===== src/rtl/mips_ctrl_fsm_if.sv =====
// Control/datapath bundle for the multi-cycle MIPS controller: decode inputs, ALU flags,
// memory handshake, datapath enables/selects and the retired-instruction count.
interface mips_ctrl_fsm_if #(
    parameter int unsigned CNT_W = 32
);
    logic [5:0]       opcode;
    logic [5:0]       funct;
    logic             ZF;
    logic             OF;
    logic             mem_ready;
    logic             PC_Write;
    logic [1:0]       PC_s;
    logic             IR_Write;
    logic             Mem_Req;
    logic             Mem_Write;
    logic             Reg_Write;
    logic [1:0]       w_r_s;
    logic [1:0]       wr_data_s;
    logic             rt_imm_s;
    logic             imm_sign;
    logic [2:0]       ALU_OP;
    logic             illegal;
    logic             ovf;
    logic [CNT_W-1:0] instr_cnt;

    modport master (
        input  opcode, funct, ZF, OF, mem_ready,
        output PC_Write, PC_s, IR_Write, Mem_Req, Mem_Write, Reg_Write, w_r_s, wr_data_s,
               rt_imm_s, imm_sign, ALU_OP, illegal, ovf, instr_cnt
    );

    modport slave (
        output opcode, funct, ZF, OF, mem_ready,
        input  PC_Write, PC_s, IR_Write, Mem_Req, Mem_Write, Reg_Write, w_r_s, wr_data_s,
               rt_imm_s, imm_sign, ALU_OP, illegal, ovf, instr_cnt
    );
endinterface


===== src/rtl/mips_ctrl_fsm.sv =====
// Multi-cycle control FSM for the R/I/J MIPS core: IF -> ID -> EXE -> MEM -> WB sequencing,
// datapath enables/selects, memory handshake and retired-instruction counter.
module mips_ctrl_fsm #(
    parameter int unsigned CNT_W    = 32,
    parameter bit          OVF_TRAP = 1'b1
) (
    input logic             clk,
    input logic             rst_n,
    mips_ctrl_fsm_if.master bus
);
    typedef enum logic [2:0] {S_IF, S_ID, S_EXE, S_MEM, S_WB} state_e;
    typedef enum logic [3:0] {
        K_ALU_R, K_ALU_I, K_LW, K_SW, K_BEQ, K_BNE, K_J, K_JAL, K_ILL
    } kind_e;

    state_e           state_q, state_d;
    kind_e            kind;
    logic [2:0]       dec_alu;
    logic             dec_sgn;
    logic             ovf_op;
    logic             of_q;
    logic             retire;
    logic [CNT_W-1:0] cnt_q;

    always_comb begin
        kind    = K_ILL;
        dec_alu = 3'b000;
        dec_sgn = 1'b0;
        ovf_op  = 1'b0;
        case (bus.opcode)
            6'b000000: begin
                kind = K_ALU_R;
                case (bus.funct)
                    6'b100000: begin dec_alu = 3'b100; ovf_op = 1'b1; end
                    6'b100010: begin dec_alu = 3'b101; ovf_op = 1'b1; end
                    6'b100100: dec_alu = 3'b000;
                    6'b100101: dec_alu = 3'b001;
                    6'b100110: dec_alu = 3'b010;
                    6'b100111: dec_alu = 3'b011;
                    6'b101011: dec_alu = 3'b110;
                    6'b000100: dec_alu = 3'b111;
                    default:   kind = K_ILL;
                endcase
            end
            6'b001000: begin kind = K_ALU_I; dec_alu = 3'b100; dec_sgn = 1'b1; ovf_op = 1'b1; end
            6'b001100: begin kind = K_ALU_I; dec_alu = 3'b000; end
            6'b001101: begin kind = K_ALU_I; dec_alu = 3'b001; end
            6'b001110: begin kind = K_ALU_I; dec_alu = 3'b010; end
            6'b001011: begin kind = K_ALU_I; dec_alu = 3'b110; dec_sgn = 1'b1; end
            6'b100011: begin kind = K_LW;    dec_alu = 3'b100; dec_sgn = 1'b1; end
            6'b101011: begin kind = K_SW;    dec_alu = 3'b100; dec_sgn = 1'b1; end
            6'b000100: begin kind = K_BEQ;   dec_alu = 3'b101; end
            6'b000101: begin kind = K_BNE;   dec_alu = 3'b101; end
            6'b000010: kind = K_J;
            6'b000011: kind = K_JAL;
            default:   kind = K_ILL;
        endcase
    end

    always_comb begin
        state_d       = state_q;
        retire        = 1'b0;
        bus.PC_Write  = 1'b0;
        bus.PC_s      = 2'b00;
        bus.IR_Write  = 1'b0;
        bus.Mem_Req   = 1'b0;
        bus.Mem_Write = 1'b0;
        bus.Reg_Write = 1'b0;
        bus.w_r_s     = 2'b00;
        bus.wr_data_s = 2'b00;
        bus.rt_imm_s  = 1'b0;
        bus.imm_sign  = 1'b0;
        bus.ALU_OP    = 3'b000;
        bus.illegal   = 1'b0;
        bus.ovf       = 1'b0;
        unique case (state_q)
            S_IF: begin
                bus.Mem_Req = 1'b1;
                if (bus.mem_ready) begin
                    bus.IR_Write = 1'b1;
                    bus.PC_Write = 1'b1;
                    state_d      = S_ID;
                end
            end
            S_ID: begin
                case (kind)
                    K_J, K_JAL: begin
                        bus.PC_Write = 1'b1;
                        bus.PC_s     = 2'b10;
                        if (kind == K_JAL) begin
                            bus.Reg_Write = 1'b1;
                            bus.w_r_s     = 2'b10;
                            bus.wr_data_s = 2'b10;
                        end
                        retire  = 1'b1;
                        state_d = S_IF;
                    end
                    K_ILL: begin
                        bus.illegal = 1'b1;
                        state_d     = S_IF;
                    end
                    default: state_d = S_EXE;
                endcase
            end
            S_EXE: begin
                bus.ALU_OP   = dec_alu;
                bus.rt_imm_s = (kind == K_ALU_I) || (kind == K_LW) || (kind == K_SW);
                bus.imm_sign = dec_sgn;
                case (kind)
                    K_BEQ, K_BNE: begin
                        bus.PC_Write = (kind == K_BEQ) ? bus.ZF : ~bus.ZF;
                        bus.PC_s     = 2'b01;
                        retire       = 1'b1;
                        state_d      = S_IF;
                    end
                    K_LW, K_SW: state_d = S_MEM;
                    default:    state_d = S_WB;
                endcase
            end
            S_MEM: begin
                bus.Mem_Req   = 1'b1;
                bus.Mem_Write = (kind == K_SW);
                if (bus.mem_ready) begin
                    retire  = (kind == K_SW);
                    state_d = (kind == K_SW) ? S_IF : S_WB;
                end
            end
            S_WB: begin
                bus.w_r_s     = (kind == K_ALU_R) ? 2'b00 : 2'b01;
                bus.wr_data_s = (kind == K_LW) ? 2'b01 : 2'b00;
                if (OVF_TRAP && ovf_op && of_q) bus.ovf = 1'b1;
                else                            bus.Reg_Write = 1'b1;
                retire  = 1'b1;
                state_d = S_IF;
            end
            default: state_d = S_IF;
        endcase
        // Outputs are forced low for the whole reset interval, not just after the next edge.
        if (!rst_n) begin
            retire        = 1'b0;
            bus.PC_Write  = 1'b0;
            bus.PC_s      = 2'b00;
            bus.IR_Write  = 1'b0;
            bus.Mem_Req   = 1'b0;
            bus.Mem_Write = 1'b0;
            bus.Reg_Write = 1'b0;
            bus.w_r_s     = 2'b00;
            bus.wr_data_s = 2'b00;
            bus.rt_imm_s  = 1'b0;
            bus.imm_sign  = 1'b0;
            bus.ALU_OP    = 3'b000;
            bus.illegal   = 1'b0;
            bus.ovf       = 1'b0;
        end
    end

    always_ff @(posedge clk or negedge rst_n) begin
        if (!rst_n) begin
            state_q <= S_IF;
            of_q    <= 1'b0;
            cnt_q   <= '0;
        end else begin
            state_q <= state_d;
            if (state_q == S_EXE) of_q <= bus.OF;
            if (retire) cnt_q <= cnt_q + CNT_W'(1);
        end
    end

    assign bus.instr_cnt = cnt_q;
endmodule


===== src/flat_wrapper.sv =====
// flat-port wrapper written by rule: the top's interface ports become plain ports
module mips_ctrl_fsm_flat 
#(
    parameter int unsigned CNT_W    = 32,
    parameter bit          OVF_TRAP = 1'b1
)
  (clk, rst_n, bus_opcode, bus_funct, bus_ZF, bus_OF, bus_mem_ready, bus_PC_Write, bus_PC_s, bus_IR_Write, bus_Mem_Req, bus_Mem_Write, bus_Reg_Write, bus_w_r_s, bus_wr_data_s, bus_rt_imm_s, bus_imm_sign, bus_ALU_OP, bus_illegal, bus_ovf, bus_instr_cnt);
  mips_ctrl_fsm_if #(.CNT_W(CNT_W)) bus_i ();
  input logic clk;
  input logic rst_n;
  input wire logic [$bits(bus_i.opcode)-1:0] bus_opcode;
  input wire logic [$bits(bus_i.funct)-1:0] bus_funct;
  input wire logic [$bits(bus_i.ZF)-1:0] bus_ZF;
  input wire logic [$bits(bus_i.OF)-1:0] bus_OF;
  input wire logic [$bits(bus_i.mem_ready)-1:0] bus_mem_ready;
  output wire logic [$bits(bus_i.PC_Write)-1:0] bus_PC_Write;
  output wire logic [$bits(bus_i.PC_s)-1:0] bus_PC_s;
  output wire logic [$bits(bus_i.IR_Write)-1:0] bus_IR_Write;
  output wire logic [$bits(bus_i.Mem_Req)-1:0] bus_Mem_Req;
  output wire logic [$bits(bus_i.Mem_Write)-1:0] bus_Mem_Write;
  output wire logic [$bits(bus_i.Reg_Write)-1:0] bus_Reg_Write;
  output wire logic [$bits(bus_i.w_r_s)-1:0] bus_w_r_s;
  output wire logic [$bits(bus_i.wr_data_s)-1:0] bus_wr_data_s;
  output wire logic [$bits(bus_i.rt_imm_s)-1:0] bus_rt_imm_s;
  output wire logic [$bits(bus_i.imm_sign)-1:0] bus_imm_sign;
  output wire logic [$bits(bus_i.ALU_OP)-1:0] bus_ALU_OP;
  output wire logic [$bits(bus_i.illegal)-1:0] bus_illegal;
  output wire logic [$bits(bus_i.ovf)-1:0] bus_ovf;
  output wire logic [$bits(bus_i.instr_cnt)-1:0] bus_instr_cnt;
  assign bus_i.opcode = bus_opcode;
  assign bus_i.funct = bus_funct;
  assign bus_i.ZF = bus_ZF;
  assign bus_i.OF = bus_OF;
  assign bus_i.mem_ready = bus_mem_ready;
  assign bus_PC_Write = bus_i.PC_Write;
  assign bus_PC_s = bus_i.PC_s;
  assign bus_IR_Write = bus_i.IR_Write;
  assign bus_Mem_Req = bus_i.Mem_Req;
  assign bus_Mem_Write = bus_i.Mem_Write;
  assign bus_Reg_Write = bus_i.Reg_Write;
  assign bus_w_r_s = bus_i.w_r_s;
  assign bus_wr_data_s = bus_i.wr_data_s;
  assign bus_rt_imm_s = bus_i.rt_imm_s;
  assign bus_imm_sign = bus_i.imm_sign;
  assign bus_ALU_OP = bus_i.ALU_OP;
  assign bus_illegal = bus_i.illegal;
  assign bus_ovf = bus_i.ovf;
  assign bus_instr_cnt = bus_i.instr_cnt;
  mips_ctrl_fsm #(.CNT_W(CNT_W), .OVF_TRAP(OVF_TRAP)) u_core (.clk(clk), .rst_n(rst_n), .bus(bus_i));
endmodule

===== config.mk =====
export PLATFORM = sky130hd
export DESIGN_NAME = mips_ctrl_fsm_flat
export DESIGN_NICKNAME = d
export VERILOG_FILES = /design/src/rtl/mips_ctrl_fsm_if.sv /design/src/rtl/mips_ctrl_fsm.sv /design/src/flat_wrapper.sv
export SDC_FILE = /design/constraint.sdc
export NUM_CORES = 1
export LEC_CHECK = 0
export CAP_MARGIN = 0
export CELL_PAD_IN_SITES_DETAIL_PLACEMENT = 1
export CELL_PAD_IN_SITES_GLOBAL_PLACEMENT = 1
export CORE_MARGIN = 2
export CORE_UTILIZATION = 33
export CTS_CLUSTER_SIZE = 14
export DETAILED_ROUTE_END_ITERATION = 12
export GPL_ROUTABILITY_DRIVEN = 0
export GPL_TIMING_DRIVEN = 0
export PLACE_DENSITY = 0.81
export SETUP_SLACK_MARGIN = 0.15
export SYNTH_ARGS = -nofsm -noshare
export SYNTH_HDL_FRONTEND = slang
export SYNTH_SLANG_ARGS = --single-unit

===== constraint.sdc =====
create_clock -name clk -period 2.5 [get_ports clk]
set_clock_uncertainty 0.05 [all_clocks]
set_input_delay 0.5 -clock clk [delete_from_list [all_inputs] [get_ports clk]]
set_output_delay 0.5 -clock clk [all_outputs]
set_load 0.1 [all_outputs]

## Yosys cells after proc, flatten, opt, wreduce, memory -nomap -nowiden

Index checks and enable logic that the tools add are counted.
W data, S select, Z words.

| storage, ports and cells | value |
|---|---|
| flip-flop bits (word level) | 36 |
| output and inout port bits | 50 |
| word-level logic and storage cells | 114 |

| operators by class | value |
|---|---|
| add/subtract/negate cells | 1 |
| eq/ne operators | 33 |
| multiplexer cells | 58 |
| bitwise logic cells | 1 |
| reductions and logical operators | 18 |

Operator list:

| operator | count |
|---|---|
| $eq A6 B6 Y1 const B | 9 |
| $mux W1 | 33 |
| $add A32 B1 Y32 const B | 1 |
| $pmux W4 S8 | 1 |
| $eq A6 B4 Y1 const B | 5 |
| $pmux W3 S7 | 1 |
| $eq A6 B3 Y1 const B | 3 |
| $pmux W3 S6 | 1 |
| $eq A4 B3 Y1 const B | 4 |
| $mux W3 | 5 |
| $mux W2 | 7 |
| $eq A6 B2 Y1 const B | 2 |
| $pmux W2 S2 | 3 |
| $pmux W3 S4 | 1 |
| $reduce_or A2 Y1 | 6 |
| $eq A4 B2 Y1 const B | 2 |
| $reduce_or A8 Y1 | 1 |
| $eq A3 B2 Y1 const B | 2 |
| $logic_not A6 Y1 | 1 |
| $pmux W3 S2 | 1 |
| $reduce_or A3 Y1 | 2 |
| $reduce_or A5 Y1 | 1 |
| $eq A4 B1 Y1 const B | 1 |
| $eq A4 B4 Y1 const B | 1 |
| 14 further kinds | 17 |

## Longest topological paths before layout

Gate-level depths: netlist of run 1.

| logic depth | value |
|---|---|
| depth after elaboration | 9 |
| depth in mapped cells | 7 |
| gate-level depth less buffers | 5 |

## Worst setup path after synthesis of run 1

Ideal clock, no wire load.

| timing | value |
|---|---|
| kind | register to output |
| start | reg u_core.state_q[2] |
| end | out bus_PC_Write |
| arrival | 3539 ps |
| data required time | 1950 ps |
| setup slack | -1589 ps |
| cell stages (with the launch flop) | 7 |
| cell sequence | dfrtp_1 -> buf_2 -> nand2b_1 -> or3b_1 -> nor2_1 -> o211ai_1 -> o211ai_1 |

| between the ends | value |
|---|---|
| longest elaborated chain between the ends | 3 |
| elaborated cells between the ends (all ways) | 5 |
| classes of those cells | eq/ne: 2; mux: 2; reduce/logical: 1 |

Ends and longest elaborated chain:

| what | RTL line | source |
|---|---|---|
| start, declared | mips_ctrl_fsm.sv:16 | `state_e state_q, state_d;` |
| start signal, assigned | mips_ctrl_fsm.sv:163 | `state_q <= state_d;` |
| $eq A3 B2 Y1 (tied with other cells) | mips_ctrl_fsm.sv:76 | `unique case (state_q)` |
| $pmux W1 S3 (*) | mips_ctrl_fsm.sv:76 |  |
| $mux W1 (*) | mips_ctrl_fsm.sv:139 | `if (!rst_n) begin` |
| end, declared | flat_wrapper.sv:16 | `output wire logic [$bits(bus_i.PC_Write)-1:0] bus_PC_Write;` |

Mark *: on every way between the ends. The rest lies on a longest branch, timed or not.

## Worst setup path after layout of run 1

| timing | value |
|---|---|
| start | in bus_opcode[1] |
| end | out bus_Reg_Write |

| between the ends | value |
|---|---|
| longest elaborated chain between the ends | 8 |
| elaborated cells between the ends (all ways) | 24 |
| classes of those cells | eq/ne: 13; mux: 7; reduce/logical: 4 |

Ends and longest elaborated chain:

| what | RTL line | source |
|---|---|---|
| start, declared | flat_wrapper.sv:11 | `input wire logic [$bits(bus_i.opcode)-1:0] bus_opcode;` |
| $eq A6 B4 Y1 | mips_ctrl_fsm.sv:30 | `case (bus.opcode)` |
| $reduce_or A5 Y1 (no line) | - |  |
| $pmux W4 S8 | mips_ctrl_fsm.sv:30 |  |
| $eq A4 B3 Y1, on equally long branches | mips_ctrl_fsm.sv:86, mips_ctrl_fsm.sv:90 |  |
| $mux W1 / $reduce_or A2 Y1 (equally long branches) | mips_ctrl_fsm.sv:90, mips_ctrl_fsm.sv:86 |  |
| $mux W1 | mips_ctrl_fsm.sv:86 | `case (kind)` |
| $pmux W1 S2 (*) | mips_ctrl_fsm.sv:76 |  |
| $mux W1 (*) | mips_ctrl_fsm.sv:139 |  |
| end, declared | flat_wrapper.sv:21 | `output wire logic [$bits(bus_i.Reg_Write)-1:0] bus_Reg_Write;` |

Marked as above.

==> results of run 1 <==
## layout by cell type, fill, tap and decap left out, types with 6 or more instances in the layout
master,count
xnor2_1,32
nand2_1,16
dlygate4sd2_1,37
buf_12,16
buf_6,13
nand2b_1,6
clkbuf_8,9
o21ai_1,11
and3_1,7
nor2_4,9
buf_4,37
nor2_1,15
nor2b_1,6
o211ai_1,17
dfrtp_1,24
dfrtp_2,12
## where the power goes
group | switching (uW) | total, uW | internal, uW
Sequential | 45.2 | 686 | 641
Clock | 225 | 520 | 295
Combinational | 786 | 1200 | 416
## area by class of cell
class | count | share of cell area (%)
clock buffers | 5 | 1.623
repair buffers | 105 | 25.47
flip-flops and latches | 36 | 21.61
multi-input cells | 221 | 43.06
inverters | 2 | 0.2656
clock inverters | 3 | 1.004
plain buffers | 16 | 4.044
well taps | 99 | 2.922
## kinds of logic (layout without fill, tap and decap cells)
kind of cell    after synthesis  count (layout)  share of synthesized area (%)
compound gates               67              67                          19.01
xor+xnor                     33              33                          11.62
fa+ha+maj                     1               1                         0.5029
buf+inv                      18             131                          3.923
flops                        36              36                          36.22
mux                           4               4                          1.760
simple gates                116             116                          26.96
## state kept, by name, indices dropped and copies added, names as in the netlist
signal	count
u_core.bus.instr_cnt	32
u_core.of_q	1
u_core.state_q	3
## timing repair
action | 4_1_cts | 5_1_grt
setup endpoints to repair | 76 | 32
hold buffers | 1 | 0
endpoints found under the hold margin | 1 | 0
gates cloned | 0 | 1
pin swaps | 17 | 20
setup buffers | 24 | 13
gates resized for setup | 245 | 33
## worst max-delay path by stage
stage                                  startpoint            end  cells after the start
finish                              bus_opcode[1]  bus_Reg_Write                      7
global route                        bus_opcode[1]   bus_PC_Write                      8
floorplan           u_core.state_q[2]$_DFFE_PN0P_   bus_PC_Write                      5
global placement                            rst_n   bus_PC_Write                      5
detailed placement                  bus_opcode[1]  bus_Reg_Write                      7
CTS                                 bus_opcode[1]  bus_Reg_Write                      7
## critical path, cell delays in order
cell and delay, ps:
buf_8 100, buf_6 110, or2_4 220, or3_4 350, or4b_4 520, a32o_2 310
buf_12 170
## through the flow
step	util [%]	setup slack [ps]	setup TNS, ps
3_3_place_gp	47.51	-2602	-93280
3_5_place_dp	47.72	-1605	-32310
6_report	58.13	-327.0	-2332
4_1_cts	55.01	-391.7	-1997
2_1_floorplan	-	-917.2	-3370
5_1_grt	58.13	-347.9	-2910
## per-layer routing
metal	global-route usage, %	wire (um)	share of wire (%)
met5	0	0	0
met4	8.460	288	2.9
met3	4.341	405	4.1
met2	41.79	5306	54
met1	26.06	3797	39
==> results.tsv, run 1 <==
stage	metric	value	unit
global_routing	grt_overflow	0	
logic_synthesis	syn_inst	275	
timing	finalSetupViolCount	12	
floorplanning	die_x	90.82	um
power_and_ir_drop	leakage	0.001798	uW
critical_path	cp.arrival	2280	ps
final_layout	multiInputGateArea	1826	um2
detailed_routing	ant_nets	0	
timing	relSlewSlack	33.20	%
place	postPlaceCellArea	3480	um2
logic_synthesis	synth_top_cell_by_area	dfrtp_1	
final_layout	area_growth	70.42	%
timing	hold_violations	0	
timing	worst_slack	-327.0	ps
clock_network	cts-root-buf	clkbuf_8	
detailed_routing	routed_wl	9.798	mm
floorplanning	initial_core_util	34.11	%
critical_path	required	1950	ps
logic_synthesis	synth_area	2487	um2
logic_synthesis	ys_seq_elements	36	
timing	post-route-period-util	113.1	%
floorplanning	boundaryPins	67	
logic_synthesis	synth_edf_count	0	
final_layout	final_design_area_no_fill	4239	um2
critical_path	cp-start-kind	input pin	
logic_synthesis	synth.top_cell.area_share	36.22	%
timing	max_clock_freq	0.3537	GHz
place	hpwl	5.848	mm
detailed_routing	drt_iter0_drc	63	
detailed_routing	viasPerCell	5.450	
floorplanning	num_rows	31	
logic_synthesis	synth_common_cells	36 x dfrtp_1, 32 x xnor2_1, 25 x nor2_1	
final_layout	seq_area	915.9	um2
floorplanning	die_h	90.82	um
clock_network	cts_made_buffers	5	
global_routing	grt_usage	22.76	%
critical_path	rr_worst_depth	8	
global_routing	grt_pass1_wl	15.08	mm
final_layout	stdcell_count	487	
power_and_ir_drop	powerDensity	568.0	nW/um2
clock_network	cts.clk_slew.worst_paths	80	ps
logic_synthesis	synth_top_flop_cell	dfrtp_1	
timing	grt_setup_unrepaired	yes	
logic_synthesis	syn_area_per_cell	9.045	um2
final_layout	layout.nets	405	
run_status	violations	negative setup slack	
place	post-place-cells	440	
clock_network	clockBufferDepth	2	
clock_network	clock-sinks	36	
critical_path	ff2ff_setup_slack	300	ps
floorplanning	core	7292	um2
detailed_routing	dr.pass1.iters	4	
timing	holdWs	144.5	ps
global_routing	antenna_found_initial	0	
logic_synthesis	synth_warnings	0	
detailed_routing	drc	0	
global_routing	grt_pass1_vias	2879	
detailed_routing	wl_per_cell	20.12	um
global_routing	grt_max_degree	44	
run_status	status	finished, violations left	
critical_path	r2r-start	u_core.state_q[2]$_DFFE_PN0P_	
final_layout	drive_gt1_share	40.98	%
critical_path	r2r-end	u_core.bus.instr_cnt[20]$_DFFE_PN0P_	
logic_synthesis	syn_nets	293	
power_and_ir_drop	ir_worst_vdd	0.3159	mV
clock_network	clock_latency	300	ps
logic_synthesis	yosysMostFrequentCell	dfrtp_1	
timing	fin_crit	2827	ps
timing	worstMarginPinSlew	1006	ps
power_and_ir_drop	power	2408	uW
job	maxCapViolCount	0	
floorplanning	die-area	8248	um2
logic_synthesis	synth.top_cells.by_area	dfrtp_1 36%, xnor2_1 11%, o211ai_1 5.1%	
detailed_routing	num_vias	2654	
critical_path	path_class	in2out	
final_layout	num-fill-cells	830	
logic_synthesis	ys_types	57	
place	port_buffers	65	
critical_path	cp_max_fo	2	
timing	drv_slew	0	
clock_network	h-tree-depth	2	
worst_hold_path	min_path_type	in2async	
final_layout	num_antenna_cells	0	
logic_synthesis	async_reset_ff_share	100.0	%
clock_network	cts_tree	yes	
critical_path	crit_path_end_kind	primary output	
logic_synthesis	ys_seq_area_share	36.22	%
Note: power is estimated with default switching activity, not from simulation.
==> run 2: changes to the inputs <==
Settings changed: SKIP_LAST_GASP set to 1.
==> results.tsv, run 2 (same netlist as run 1, synthesis figures left out) <==
stage	metric	value	unit	change
run_status	status	finished, violations left		
run_status	violations	negative setup slack		
critical_path	r2r-end	u_core.bus.instr_cnt[23]$_DFFE_PN0P_		
final_layout	num-fill-cells	814		-1.9%
detailed_routing	dr_wl_met3	367	um	-9.4%
critical_path	cp.arrival	2290	ps	about the same
place	post-place-cells	440		unchanged
power_and_ir_drop	ir_worst_vdd	0.3041	mV	-3.7%
clock_network	h-tree-depth	2		unchanged
global_routing	grt_overflow	0		unchanged
timing	relSlewSlack	33.00	%	-0.20 points
critical_path	crit_family	simple AND/OR/NAND/NOR gates		
critical_path	cp_max_fo	2		unchanged
detailed_routing	dr.pass1.iters	4		unchanged
global_routing	grt_pass1_wl	15.46	mm	+2.5%
final_layout	num_antenna_cells	0		unchanged
final_layout	final_common_cell	dlygate4sd2_1		
timing	hold_violations	0		unchanged
floorplanning	die_h	90.82	um	unchanged
critical_path	r2r-start	u_core.state_q[2]$_DFFE_PN0P_		
final_layout	area_growth	69.87	%	
power_and_ir_drop	seqPwrFrac	28.7	%	+0.2 points
clock_network	clock-sinks	36		unchanged
critical_path	crit_buf_inv	3		unchanged
global_routing	antenna_found_initial	0		unchanged
critical_path	crit_path_end_kind	primary output		
timing	holdWs	141.8	ps	-2.679 ps
floorplanning	boundaryPins	67		unchanged
timing	worstMarginPinSlew	1009	ps	+3.040 ps
place	pre_cts_slack	-1605	ps	unchanged
job	maxCapViolCount	0		unchanged
timing	post-route-period-util	113.7	%	+0.66 points
detailed_routing	wl_met1	3.961	mm	+4.3%
final_layout	layout.nets	402		-0.74%
detailed_routing	wl_per_cell	20.33	um	+1.0%
timing	worst_slack	-343.6	ps	-16.61 ps
timing	grt_setup_unrepaired	yes		
floorplanning	initial_core_util	34.11	%	unchanged
clock_network	cts-root-buf	clkbuf_8		
power_and_ir_drop	leakage	0.001790	uW	-0.47%
detailed_routing	drc	0		unchanged
critical_path	rr_worst_depth	8		unchanged
timing	fin_crit	2844	ps	+16.61 ps
global_routing	grt_max_degree	44		unchanged
critical_path	ff2ff_setup_slack	190	ps	-110 ps
power_and_ir_drop	combPwrFrac	49.6	%	-0.3 points
power_and_ir_drop	powerDensity	566.6	nW/um2	-0.26%
clock_network	cts_tree	yes		
timing	drv_slew	0		unchanged
detailed_routing	drt_iter0_drc	74		+17%
detailed_routing	wl_met2	5.239	mm	-1.3%
critical_path	slowest_stage	or4b_4		
detailed_routing	viasPerCell	5.492		+0.77%
final_layout	drive_gt1_share	41.04	%	+0.060 points
power_and_ir_drop	clkPwrFrac	21.8	%	+0.2 points
detailed_routing	highest_layer	met4		
detailed_routing	num_vias	2658		+0.15%
power_and_ir_drop	swShare	43.64	%	-0.21 points
final_layout	mostFrequentLayoutCells	36 x dlygate4sd2_1, 32 x xnor2_1, 30 x buf_4		
clock_network	cts_made_buffers	5		unchanged
place	hpwl	5.848	mm	unchanged
critical_path	cp-start-kind	input pin		
clock_network	cts.clk_slew.worst_paths	80	ps	about the same
critical_path	required	1950	ps	about the same
final_layout	largest_reg_flops	32		unchanged
clock_network	clockBufferDepth	2		unchanged
timing	finalSetupViolCount	12		unchanged
floorplanning	num_rows	31		unchanged
critical_path	path_cells	buf_8 > buf_6 > or2_4 > or3_4 > or4b_4 > a32o_2 > buf_12		
power_and_ir_drop	p_sw	1045	uW	-1.1%
detailed_routing	routed_wl	9.839	mm	+0.42%
place	port_buffers	65		unchanged
final_layout	stdcell_count	484		-0.62%
worst_hold_path	min_path_type	in2async		
global_routing	grt_pass1_vias	2897		+0.63%
floorplanning	die-area	8248	um2	unchanged
floorplanning	core	7292	um2	unchanged
floorplanning	die_x	90.82	um	unchanged
clock_network	clock_latency	300	ps	about the same
detailed_routing	ant_nets	0		unchanged
global_routing	grt_usage	23.55	%	+0.79 points
power_and_ir_drop	intPower	1349	uW	-0.21%
timing	max_clock_freq	0.3517	GHz	-0.58%
critical_path	path_class	in2out		
critical_path	critPathMaxStageDelay	520	ps	about the same
[run 2: layout make-up]
cell class / instances / area [um2] / area share [%]
Sequential cell: 36 / 915.9 / 21.68
Clock inverter: 3 / 42.54 / 1.007
Tap cell: 99 / 123.9 / 2.932
Buffer: 16 / 165.2 / 3.909
Clock buffer: 5 / 68.82 / 1.629
Inverter: 2 / 11.26 / 0.2665
Timing Repair Buffer: 102 / 1079 / 25.53
Multi-Input combinational cell: 221 / 1819 / 43.06
[run 2: worst max path at each step]
stage / slack (ps) / depth (start not counted) / endpoint / from
after floorplan: -920 / 5 / bus_PC_Write / u_core.state_q[2]$_DFFE_PN0P_
after global placement: -2600 / 5 / bus_PC_Write / rst_n
after detailed placement: -1610 / 7 / bus_Reg_Write / bus_opcode[1]
after CTS: -390 / 7 / bus_Reg_Write / bus_opcode[1]
after global routing: -360 / 7 / bus_Reg_Write / bus_opcode[1]
final: -340 / 7 / bus_Reg_Write / bus_opcode[1]
[run 2: power groups by stage]
stage                     clock (uW)  sequential, uW  combinational [uW]
after floorplan                    0             875                 540
after global placement             0             692                 941
after detailed placement           0             698                 963
after CTS                        527             685                1100
after global routing             549             693                1260
final                            521             686                1190
[run 2: metrics by stage]
| stage | TNS, ps | power (uW) | area [um2] | util [%] |
|---|---|---|---|---|
| 3_5_place_dp | -32310 | 1661 | 3480 | 47.72 |
| 3_3_place_gp | -93280 | 1634 | 3465 | 47.51 |
| 6_report | -2212 | 2394 | 4225 | 57.94 |
| 5_1_grt | -2860 | 2498 | 4225 | 57.94 |
| 4_1_cts | -2011 | 2314 | 4004 | 54.91 |
| 2_1_floorplan | -3370 | 1415 | 2690 | - |
[run 2: layer usage]
layer  vias up  GRT usage (%)
met5         -              0
met4         0          10.23
met3        21          4.174
met2        84          43.22
met1      1341          26.58
li1       1212              -
[run 2: timing repair]
item,4_1_cts,5_1_grt
pin swaps,17,20
gates cloned,0,1
hold endpoints to repair,1,0
setup endpoints to repair,76,34
gates resized for setup,243,38
setup buffers,24,10
hold buffers,1,0
==> run 3: changes to the inputs <==
Settings changed: GPL_ROUTABILITY_DRIVEN 0 to not set.
==> results of run 3 <==
The final DEF is identical to that of run 2; final timing and power are the same.
